--- config.mk ---
export PLATFORM = sky130hd
export DESIGN_NAME = sdram_host_arbiter_flat
export DESIGN_NICKNAME = d
export VERILOG_FILES = /design/src/rtl/sdram_host_arbiter_pkg.sv /design/src/rtl/sdram_host_arbiter_if.sv /design/src/rtl/sdram_host_arbiter_picker.sv /design/src/rtl/sdram_host_arbiter.sv /design/src/flat_wrapper.sv
export SDC_FILE = /design/constraint.sdc
export NUM_CORES = 1
export LEC_CHECK = 0
export CORE_AREA = 2 2 160 162
export DETAILED_ROUTE_END_ITERATION = 12
export DIE_AREA = 0 0 162 164
export GPL_ROUTABILITY_DRIVEN = 0
export HOLD_SLACK_MARGIN = 0.1
export MAX_ROUTING_LAYER = met4
export SLEW_MARGIN = 25
export SYNTH_ARGS = -nofsm -noshare
export SYNTH_HDL_FRONTEND = slang
export SYNTH_SLANG_ARGS = --single-unit
--- constraint.sdc ---
create_clock -name sys_clk -period 4.4 [get_ports sys_clk]
set_clock_uncertainty 0.1 [all_clocks]
set_input_delay 0.88 -clock sys_clk [delete_from_list [all_inputs] [get_ports sys_clk]]
set_output_delay 0.88 -clock sys_clk [all_outputs]
set_load 0.05 [all_outputs]
--- src/rtl/sdram_host_arbiter_pkg.sv ---
// Shared types and helpers for the SDRAM host-port arbiter.
package sdram_arb_pkg;

  typedef enum logic [1:0] {
    IDLE    = 2'd0,
    GRANT   = 2'd1,
    RELEASE = 2'd2
  } arb_state_e;

  localparam int DEF_TIMEOUT = 1024;

  // Index of the set bit in a one-hot vector of up to 8 requesters.
  function automatic logic [2:0] onehot2idx(input logic [7:0] oh);
    logic [2:0] idx;
    idx = 3'd0;
    for (int i = 0; i < 8; i++) begin
      idx = idx | (oh[i] ? 3'(i) : 3'd0);
    end
    return idx;
  endfunction

endpackage

--- src/rtl/sdram_host_arbiter_if.sv ---
// Requester-side and controller-side Wishbone signals of the host-port arbiter.
interface sdram_host_arbiter_if #(
  parameter int NREQ = 4,
  parameter int DW   = 32,
  parameter int AW   = 26
);
  logic [NREQ-1:0]          req_cyc_i;
  logic [NREQ-1:0]          req_stb_i;
  logic [NREQ-1:0]          req_we_i;
  logic [NREQ*AW-1:0]       req_adr_i;
  logic [NREQ*DW-1:0]       req_dat_i;
  logic [NREQ*(DW/8)-1:0]   req_sel_i;
  logic [NREQ-1:0]          req_ack_o;
  logic [NREQ-1:0]          req_err_o;
  logic [DW-1:0]            req_dat_o;
  logic                     mc_cyc_o;
  logic                     mc_stb_o;
  logic                     mc_we_o;
  logic [AW-1:0]            mc_adr_o;
  logic [DW-1:0]            mc_dat_o;
  logic [DW/8-1:0]          mc_sel_o;
  logic                     mc_ack_i;
  logic [DW-1:0]            mc_dat_i;
  logic [NREQ-1:0]          grant_o;
  logic                     busy_o;

  modport slave (
    input  req_cyc_i, req_stb_i, req_we_i, req_adr_i, req_dat_i, req_sel_i, mc_ack_i, mc_dat_i,
    output req_ack_o, req_err_o, req_dat_o, mc_cyc_o, mc_stb_o, mc_we_o, mc_adr_o, mc_dat_o,
           mc_sel_o, grant_o, busy_o
  );

  modport master (
    output req_cyc_i, req_stb_i, req_we_i, req_adr_i, req_dat_i, req_sel_i, mc_ack_i, mc_dat_i,
    input  req_ack_o, req_err_o, req_dat_o, mc_cyc_o, mc_stb_o, mc_we_o, mc_adr_o, mc_dat_o,
           mc_sel_o, grant_o, busy_o
  );
endinterface

--- src/rtl/sdram_host_arbiter_picker.sv ---
// Combinational rotating-priority encoder: first requester after the last winner wins.
module sdram_rr_picker #(
  parameter int NREQ = 4,
  parameter int IW   = 2
) (
  input  logic [NREQ-1:0] req_i,
  input  logic [IW-1:0]   last_i,
  output logic [NREQ-1:0] win_o,
  output logic            valid_o
);
  int            sum_s;
  logic [IW-1:0] idx_s;
  logic          found_s;

  // Scan forward from the slot after the last winner, wrapping at NREQ
  always_comb begin
    win_o   = '0;
    found_s = 1'b0;
    sum_s   = 0;
    idx_s   = '0;
    valid_o = |req_i;
    for (int i = 1; i <= NREQ; i++) begin
      sum_s          = (int'(last_i) + i >= NREQ) ? int'(last_i) + i - NREQ : int'(last_i) + i;
      idx_s          = IW'(sum_s);
      win_o[idx_s]   = win_o[idx_s] | (req_i[idx_s] & ~found_s);
      found_s        = found_s | req_i[idx_s];
    end
  end
endmodule

--- src/rtl/sdram_host_arbiter.sv ---
// Round-robin arbiter sharing the controller's Wishbone host port among NREQ requesters,
// with grants locked for a whole cycle and a watchdog that aborts ack-less cycles.
module sdram_host_arbiter
  import sdram_arb_pkg::*;
#(
  parameter int NREQ    = 4,
  parameter int dw      = 32,
  parameter int APP_AW  = 26,
  parameter int TIMEOUT = DEF_TIMEOUT
) (
  input logic                 sys_clk,
  input logic                 sys_rst_n,
  sdram_host_arbiter_if.slave bus
);
  localparam int IW = (NREQ > 1) ? $clog2(NREQ) : 1;
  localparam int CW = $clog2(TIMEOUT + 1);
  localparam int SW = dw / 8;

  arb_state_e      state_q, state_d;
  logic [NREQ-1:0] grant_q, grant_d;
  logic [NREQ-1:0] mask_q, mask_d;
  logic [IW-1:0]   last_q, last_d;
  logic [CW-1:0]   cnt_q, cnt_d;
  logic [NREQ-1:0] win_s;
  logic [IW-1:0]   owner_s;
  logic            valid_s, abort_s, own_cyc_s, own_stb_s;

  // Aborted requesters stay out of arbitration until they drop cyc
  sdram_rr_picker #(.NREQ(NREQ), .IW(IW)) u_picker (
    .req_i   (bus.req_cyc_i & ~mask_q),
    .last_i  (last_q),
    .win_o   (win_s),
    .valid_o (valid_s)
  );

  assign owner_s     = IW'(onehot2idx(8'(grant_q)));
  assign bus.grant_o = grant_q;
  assign bus.busy_o  = (state_q == GRANT);

  // Owner mux toward the controller; ack/err routed back to the owner only
  always_comb begin
    own_cyc_s     = bus.req_cyc_i[owner_s];
    own_stb_s     = bus.req_stb_i[owner_s];
    abort_s       = (state_q == GRANT) && (cnt_q == CW'(TIMEOUT));
    bus.mc_cyc_o  = 1'b0;
    bus.mc_stb_o  = 1'b0;
    bus.mc_we_o   = 1'b0;
    bus.mc_adr_o  = '0;
    bus.mc_dat_o  = '0;
    bus.mc_sel_o  = '0;
    bus.req_ack_o = '0;
    bus.req_err_o = '0;
    if ((state_q == GRANT) && !abort_s) begin
      bus.mc_cyc_o  = own_cyc_s;
      bus.mc_stb_o  = own_stb_s;
      bus.mc_we_o   = bus.req_we_i[owner_s];
      bus.mc_adr_o  = bus.req_adr_i[owner_s*APP_AW +: APP_AW];
      bus.mc_dat_o  = bus.req_dat_i[owner_s*dw +: dw];
      bus.mc_sel_o  = bus.req_sel_i[owner_s*SW +: SW];
      bus.req_ack_o = grant_q & {NREQ{bus.mc_ack_i}};
    end else if (abort_s) begin
      bus.req_err_o = grant_q;
    end else begin
      bus.req_ack_o = '0;
    end
    bus.req_dat_o = (state_q == GRANT) ? bus.mc_dat_i : '0;
  end

  // Next state, grant, mask and watchdog
  always_comb begin
    state_d = state_q;
    grant_d = grant_q;
    last_d  = last_q;
    cnt_d   = '0;
    mask_d  = mask_q & bus.req_cyc_i;
    case (state_q)
      IDLE: begin
        if (valid_s) begin
          state_d = GRANT;
          grant_d = win_s;
          last_d  = IW'(onehot2idx(8'(win_s)));
        end else begin
          state_d = IDLE;
        end
      end
      GRANT: begin
        if (abort_s) begin
          mask_d  = mask_d | grant_q;
          grant_d = '0;
          state_d = RELEASE;
        end else if (!own_cyc_s) begin
          grant_d = '0;
          state_d = RELEASE;
        end else if (own_stb_s && !bus.mc_ack_i) begin
          cnt_d = (cnt_q == CW'(TIMEOUT)) ? cnt_q : cnt_q + CW'(1);
        end else begin
          cnt_d = '0;
        end
      end
      RELEASE: state_d = IDLE;
      default: begin
        state_d = IDLE;
        grant_d = '0;
      end
    endcase
  end

  // State registers
  always_ff @(posedge sys_clk or negedge sys_rst_n) begin
    if (!sys_rst_n) begin
      state_q <= IDLE;
      grant_q <= '0;
      last_q  <= IW'(NREQ - 1);
      mask_q  <= '0;
      cnt_q   <= '0;
    end else begin
      state_q <= state_d;
      grant_q <= grant_d;
      last_q  <= last_d;
      mask_q  <= mask_d;
      cnt_q   <= cnt_d;
    end
  end
endmodule
--- src/flat_wrapper.sv ---
// flat-port wrapper written by rule: the top's interface ports become plain ports
module sdram_host_arbiter_flat import sdram_arb_pkg::*;
#(
  parameter int NREQ    = 4,
  parameter int dw      = 32,
  parameter int APP_AW  = 26,
  parameter int TIMEOUT = DEF_TIMEOUT
)
  (sys_clk, sys_rst_n, bus_req_cyc_i, bus_req_stb_i, bus_req_we_i, bus_req_adr_i, bus_req_dat_i, bus_req_sel_i, bus_mc_ack_i, bus_mc_dat_i, bus_req_ack_o, bus_req_err_o, bus_req_dat_o, bus_mc_cyc_o, bus_mc_stb_o, bus_mc_we_o, bus_mc_adr_o, bus_mc_dat_o, bus_mc_sel_o, bus_grant_o, bus_busy_o);
  sdram_host_arbiter_if #(.NREQ(NREQ)) bus_i ();
  input logic sys_clk;
  input logic sys_rst_n;
  input wire logic [$bits(bus_i.req_cyc_i)-1:0] bus_req_cyc_i;
  input wire logic [$bits(bus_i.req_stb_i)-1:0] bus_req_stb_i;
  input wire logic [$bits(bus_i.req_we_i)-1:0] bus_req_we_i;
  input wire logic [$bits(bus_i.req_adr_i)-1:0] bus_req_adr_i;
  input wire logic [$bits(bus_i.req_dat_i)-1:0] bus_req_dat_i;
  input wire logic [$bits(bus_i.req_sel_i)-1:0] bus_req_sel_i;
  input wire logic [$bits(bus_i.mc_ack_i)-1:0] bus_mc_ack_i;
  input wire logic [$bits(bus_i.mc_dat_i)-1:0] bus_mc_dat_i;
  output wire logic [$bits(bus_i.req_ack_o)-1:0] bus_req_ack_o;
  output wire logic [$bits(bus_i.req_err_o)-1:0] bus_req_err_o;
  output wire logic [$bits(bus_i.req_dat_o)-1:0] bus_req_dat_o;
  output wire logic [$bits(bus_i.mc_cyc_o)-1:0] bus_mc_cyc_o;
  output wire logic [$bits(bus_i.mc_stb_o)-1:0] bus_mc_stb_o;
  output wire logic [$bits(bus_i.mc_we_o)-1:0] bus_mc_we_o;
  output wire logic [$bits(bus_i.mc_adr_o)-1:0] bus_mc_adr_o;
  output wire logic [$bits(bus_i.mc_dat_o)-1:0] bus_mc_dat_o;
  output wire logic [$bits(bus_i.mc_sel_o)-1:0] bus_mc_sel_o;
  output wire logic [$bits(bus_i.grant_o)-1:0] bus_grant_o;
  output wire logic [$bits(bus_i.busy_o)-1:0] bus_busy_o;
  assign bus_i.req_cyc_i = bus_req_cyc_i;
  assign bus_i.req_stb_i = bus_req_stb_i;
  assign bus_i.req_we_i = bus_req_we_i;
  assign bus_i.req_adr_i = bus_req_adr_i;
  assign bus_i.req_dat_i = bus_req_dat_i;
  assign bus_i.req_sel_i = bus_req_sel_i;
  assign bus_i.mc_ack_i = bus_mc_ack_i;
  assign bus_i.mc_dat_i = bus_mc_dat_i;
  assign bus_req_ack_o = bus_i.req_ack_o;
  assign bus_req_err_o = bus_i.req_err_o;
  assign bus_req_dat_o = bus_i.req_dat_o;
  assign bus_mc_cyc_o = bus_i.mc_cyc_o;
  assign bus_mc_stb_o = bus_i.mc_stb_o;
  assign bus_mc_we_o = bus_i.mc_we_o;
  assign bus_mc_adr_o = bus_i.mc_adr_o;
  assign bus_mc_dat_o = bus_i.mc_dat_o;
  assign bus_mc_sel_o = bus_i.mc_sel_o;
  assign bus_grant_o = bus_i.grant_o;
  assign bus_busy_o = bus_i.busy_o;
  sdram_host_arbiter #(.NREQ(NREQ), .dw(dw), .APP_AW(APP_AW), .TIMEOUT(TIMEOUT)) u_core (.sys_clk(sys_clk), .sys_rst_n(sys_rst_n), .bus(bus_i));
endmodule
# Yosys cells after proc, flatten, opt, wreduce, memory -nomap -nowiden

Cells that the tools add are included.

Add/subtract/negate cells: 9
Multiply operators: 1
$lt $le $gt $ge: 13
Equality and inequality tests: 6
Shift-type cells: 3
Muxes and demuxes: 68
Bitwise logic cells: 23
Reduce and logical (&&, ||, !) cells: 13

Operator list:

| cell                                                                   | number |
|---|---|
| 128-bit by 8-bit variable part select with 32-bit output               | 1 |
| 104-bit by 8-bit variable part select with 26-bit output               | 1 |
| 32-bit 2-to-1 mux                                                      | 2 |
| 11-bit 2-to-1 mux                                                      | 5 |
| 4-bit 2-to-1 mux                                                       | 9 |
| 26-bit 2-to-1 mux                                                      | 1 |
| 1-bit binary-select mux with 2-bit select                              | 11 |
| 1-bit 2-to-1 mux                                                       | 21 |
| 2-bit 2-to-1 mux                                                       | 10 |
| 4-bit AND                                                              | 4 |
| 16-bit by 5-bit variable part select with 4-bit output                 | 1 |
| 2-bit by 3-bit < comparator with 1-bit output (second input constant)  | 5 |
| 4-bit bitwise mux                                                      | 3 |
| 4-bit one-hot mux with 3 select lines                                  | 1 |
| 11-bit by 1-bit adder with 11-bit output (second input constant)       | 1 |
| 11-bit equality test (second input constant)                           | 1 |
| 3-bit >= comparator (second input constant)                            | 3 |
| 1-bit demux with 2-bit select                                          | 4 |
| 2-bit by 1-bit >= comparator with 1-bit output (second input constant) | 4 |
| 2-bit OR                                                               | 4 |
| 2-bit by 1-bit subtractor with 2-bit output (second input constant)    | 4 |
| 1-bit logical AND                                                      | 7 |
| 2-bit by 2-bit adder with 3-bit output (second input constant)         | 2 |
| 2-bit by 4-bit multiplier with 6-bit output (second input constant)    | 1 |
| 19 further kinds                                                       | 30 |

Bits in registers: 23
Output and inout port bits: 110
Logic and storage cells: 141

# Longest topological paths before layout

Word-level depth: 23
Gate-level depth with buffers: 14
Gate-level depth less buffers: 11

# By module

From an unflattened synthesis, not the netlist that was laid out.

Cell total of the unflattened synthesis: 616
Area total of the unflattened synthesis: 4438.0 µm²

Modules (own cells, without submodules):

| module             | instances | cells each | area an instance (µm²) |
|---|---|---|---|
| sdram_host_arbiter | 1         | 538        | 3848.7 |
| sdram_rr_picker    | 1         | 78         | 589.3 |

# Worst setup path after synthesis

OpenSTA, ideal clock, no wires.

Kind: register -> output
Start: reg u_core.grant_q[1] (netlist: u_core.bus.grant_o[1])
End: out bus_mc_dat_o[26]
Arrival: 3.358 ns
Required time: 3.420 ns
Path slack: 0.062 ns
Stages on the path, launching flop included: 8
Path buffers: 5
Path through: dfrtp_1 -> clkbuf_1 -> clkbuf_1 -> clkbuf_1 -> clkbuf_1 -> clkbuf_1 -> a211oi_1 -> a311oi_1

Cells in the longest elaborated chain, start to end: 5

RTL lines:

| element                                                  | line                         | RTL |
|---|---|---|
| start: declaration                                       | sdram_host_arbiter.sv:20     | `logic [NREQ-1:0] grant_q, grant_d;` |
| start signal: assignment                                 | sdram_host_arbiter.sv:118    | `grant_q <= grant_d;` |
| 1-bit 2-to-1 mux                                         | sdram_host_arbiter_pkg.sv:17 | `idx = idx \| (oh[i] ? 3'(i) : 3'd0);` |
| 2-bit OR (2 in series)                                   | sdram_host_arbiter_pkg.sv:17 |  |
| 128-bit by 8-bit variable part select with 32-bit output | sdram_host_arbiter.sv:58     | `bus.mc_dat_o = bus.req_dat_i[owner_s*dw +: dw];` |
| 32-bit 2-to-1 mux                                        | sdram_host_arbiter.sv:53     | `if ((state_q == GRANT) && !abort_s) begin` |
| end: declaration                                         | flat_wrapper.sv:28           | `output wire logic [$bits(bus_i.mc_dat_o)-1:0] bus_mc_dat_o;` |

Every way passes these cells.

# Worst setup path after layout

Start: in bus_req_cyc_i[0]
End: out bus_mc_cyc_o

Cells in the longest elaborated chain, start to end: 3

RTL lines:

| element                                   | line                     | RTL |
|---|---|---|
| start: declaration                        | flat_wrapper.sv:13       | `input wire logic [$bits(bus_i.req_cyc_i)-1:0] bus_req_cyc_i;` |
| 1-bit binary-select mux with 2-bit select | sdram_host_arbiter.sv:42 | `own_cyc_s = bus.req_cyc_i[owner_s];` |
| 1-bit 2-to-1 mux (not written as such)    | sdram_host_arbiter.sv:42 |  |
| 1-bit 2-to-1 mux                          | sdram_host_arbiter.sv:53 |  |
| end: declaration                          | flat_wrapper.sv:24       | `output wire logic [$bits(bus_i.mc_cyc_o)-1:0] bus_mc_cyc_o;` |

Every way passes these cells. The select of a mux whose other input is x is not followed.

==> metrics.md <==
| Metric | Value |
|---|---|
| Worst-path maximum fanout | `5` |
| Slew HR | `45.5%` |
| Fmax | `255 MHz` |
| Site Rows | `58` |
| Synth area leaders | `a311oi_1 13%, dfrtp_1 12%, a211oi_1 12%, nor2b_1 9.9%, o21ai_0 8.7%` |
| Drt first pass iters | `7` |
| Initial core utilization | `around 17%` |
| Total wire length | `between 20,000 and 25,000 um` |
| TNS Setup | `0 ns` |
| R2R Path End | `u_core.bus.grant_o[3]` |
| Asr flop ratio synth | `100%` |
| Sink Count | `23` |
| Clk Latency, worst-skew pair | `0.25 ns` |
| Post-Syn Area | `between 4000 and 5000 um2` |
| Core region area | `24,800 um2` |
| Average size of a mapped cell | `6.81 um2` |
| TritonCTS clock tree | `yes` |
| Reg2Reg Depth | `10` |
| Postcts setup bufs | `0` |
| Crit path DAT | `approximately 3 ns` |
| VDD IR max | `0.425 mV` |
| Mapped Nets | `a little over 900` |
| WL per Instance | `about 18 um` |
| Final Util | `roughly a third` |
| Post_cts resized | `0` |
| Pwr Density | `between 600 and 700 nW/um2` |
| Hold Crit Class | `reg2reg` |
| Share of post-route cells with drive strength above 1 | `about a tenth` |
| # setup viols final | `0` |
| Crit share post-route | `about nine tenths` |
| Pre-CTS WS | `a little over 0.5 ns` |
| Port bufs | `404` |
| Seq/Total Area, Yosys | `a little over an eighth` |
| Clk slew on worst S/H paths | `approximately 0.060 ns` |
| Register-to-register setup slack | `0.49 ns` |
| Initial antenna violation count | `1` |
| HPWL Detailed | `between 15,000 and 20,000 um` |
| Post-DR vias/cell | `~4.8` |
| Vias | `6,311` |
| Yosys top cell area share | `13.1%` |
| Worst setup EP type | `primary output` |
| #FFs+latches synth | `23` |
| Worst slew pin tran | `around 0.81 ns` |
| Worst hold path depth | `1` |
| Htree depth | `1` |
| Path type of the worst setup path | `in2out` |
| Outcome | `finished, final reports clean` |
| DRC viols | `0` |
| Die area | `roughly 27,000 um2` |
| Setup crit start kind | `primary input` |
| Leak | `3.20 nW` |
| Global-route wire length before repair | `approximately 34,000 um` |
| Placement Cell Area | `between 8000 and 9000 um2` |
| Area grow syn2layout | `103%` |
| Hold-fix buffers, CTS | `0` |
| Vias in the first global route | `between 5,000 and 6,000` |
| Fin area | `8710 um2` |
| Die height | `164 um` |
| Post-layout nets | `roughly 1,300` |
| Detailed Route Iter0 Violations | `roughly 410` |
| Routed Antenna Nets | `0` |
| WP data required | `around 3.4 ns` |
| Cell taking the most area after synthesis | `a311oi_1` |
| YS warnings | `0` |
| Post-synth top cells | `80 x nand2_1, 75 x o21ai_0, 68 x nor2b_1` |
| Bufs on Longest Clock Path | `2` |
| Post-synth top flop | `dfrtp_1` |
| Grt ovf | `0` |
| Final hold slack | `roughly 0.41 ns` |
| Pwr Total | `about 5.7 mW` |
| Syn Inst Count | `630` |
| Global Route Usage Sum | `16.7%` |
| CP Launch Point | `bus_req_cyc_i[0]` |
| CTS Buf Count | `3` |
| Crit path capture | `bus_mc_cyc_o` |
| Number of synthesized flops with an enable pin | `0` |
| Top-count cell post-synth | `nand2_1` |
| Final hold violation count | `0` |
| Maxcap violations | `0` |
| IO Pins | `roughly 400` |
| R2R Path Start | `u_core.last_q[1]` |
| Root Driver | `clkbuf_16` |
| DP Cell Count | `between 1,000 and 1,500` |
| Largest net degree at the start of global routing | `74` |
| Yosys cell types | `63` |
| Non-filler cells, final | `about 1,300` |
| Die width | `around 160 um` |
| Post-route minimum period | `slightly below 4 ns` |
| Fin. max-slew vios | `0` |
| Worst Setup Slack, final | `roughly 0.48 ns` |
| RSZ-0062 raised after global routing | `no` |
[worst min-delay path by stage]
stage                                from              end  slack [ns]
after floorplan           u_core.cnt_q[0]  u_core.cnt_q[0]        0.37
after global placement    u_core.cnt_q[0]  u_core.cnt_q[0]        0.40
after detailed placement  u_core.cnt_q[0]  u_core.cnt_q[0]        0.40
after CTS                 u_core.cnt_q[0]  u_core.cnt_q[0]        0.41
after global routing      u_core.cnt_q[0]  u_core.cnt_q[0]        0.44
final                     u_core.cnt_q[0]  u_core.cnt_q[0]        0.41
[critical path: stages]
cell and delay (ns):
clkdlybuf4s50_1 0.53, nor2b_1 0.15, a211oi_1 0.06, a21oi_1 0.22, nand2_1 0.20, inv_1 0.10
clkdlybuf4s50_1 0.81
[flip-flops by register name (all words and copies together), names as in the netlist]
| register | cells |
|---|---|
| u_core.last_q | 2 |
| u_core.state_q | 2 |
| u_core.mask_q | 4 |
| u_core.bus.grant_o | 4 |
| u_core.cnt_q | 11 |
[layout make-up]
class | count | area, um2
clock inverter | 1 | 5.00
antenna | 3 | 7.51
tap | 330 | 413
sequential | 23 | 583
inverter | 11 | 41.3
clock buffer | 3 | 75.1
multi-input combinational | 526 | 3410
fill | 2642 | 16100
timing repair buffer | 422 | 4170
[power breakdown]
group,switching (mW),leakage [nW],internal (mW)
combinational,3.41,2.86,1.77
clock,0.0701,0.0409,0.122
sequential,0.0861,0.305,0.258
[cells by family (layout without fill, tap and decap cells)]
group                    after synthesis  count (layout)  share of synthesized area, %
AO/OA/AOI/OAI                        252             252                          42.8
XOR/XNOR                               9               9                          1.84
adder cells (fa/ha/maj)                6               6                          1.75
buffers and inverters                 81             437                          7.37
flip-flops                            23              23                          13.5
multiplexers                           8               8                          2.22
other                                  0               3                             0
AND/OR/NAND/NOR                      251             251                          30.6
[cell usage in the layout, fill, tap and decap left out, types with 9 or more instances in the layout]
| master | n |
|---|---|
| dfrtp_1 | 19 |
| nand2_1 | 79 |
| a211oi_1 | 67 |
| o21ai_0 | 75 |
| nand3_1 | 9 |
| nor2b_1 | 67 |
| a21oi_1 | 11 |
| nor2_1 | 25 |
| buf_12 | 9 |
| buf_4 | 56 |
| and2_1 | 38 |
| inv_1 | 10 |
| clkdlybuf4s50_1 | 356 |
| a311oi_1 | 64 |
[layer usage]
| metal | global-route usage [%] | share of wire (%) |
|---|---|---|
| met1 | 22.1 | 43 |
| met2 | 27.6 | 48 |
| met3 | 2.30 | 7.4 |
| met4 | 2.94 | 1.6 |
| met5 | - | 0 |
(Power assumes the default switching activity.)
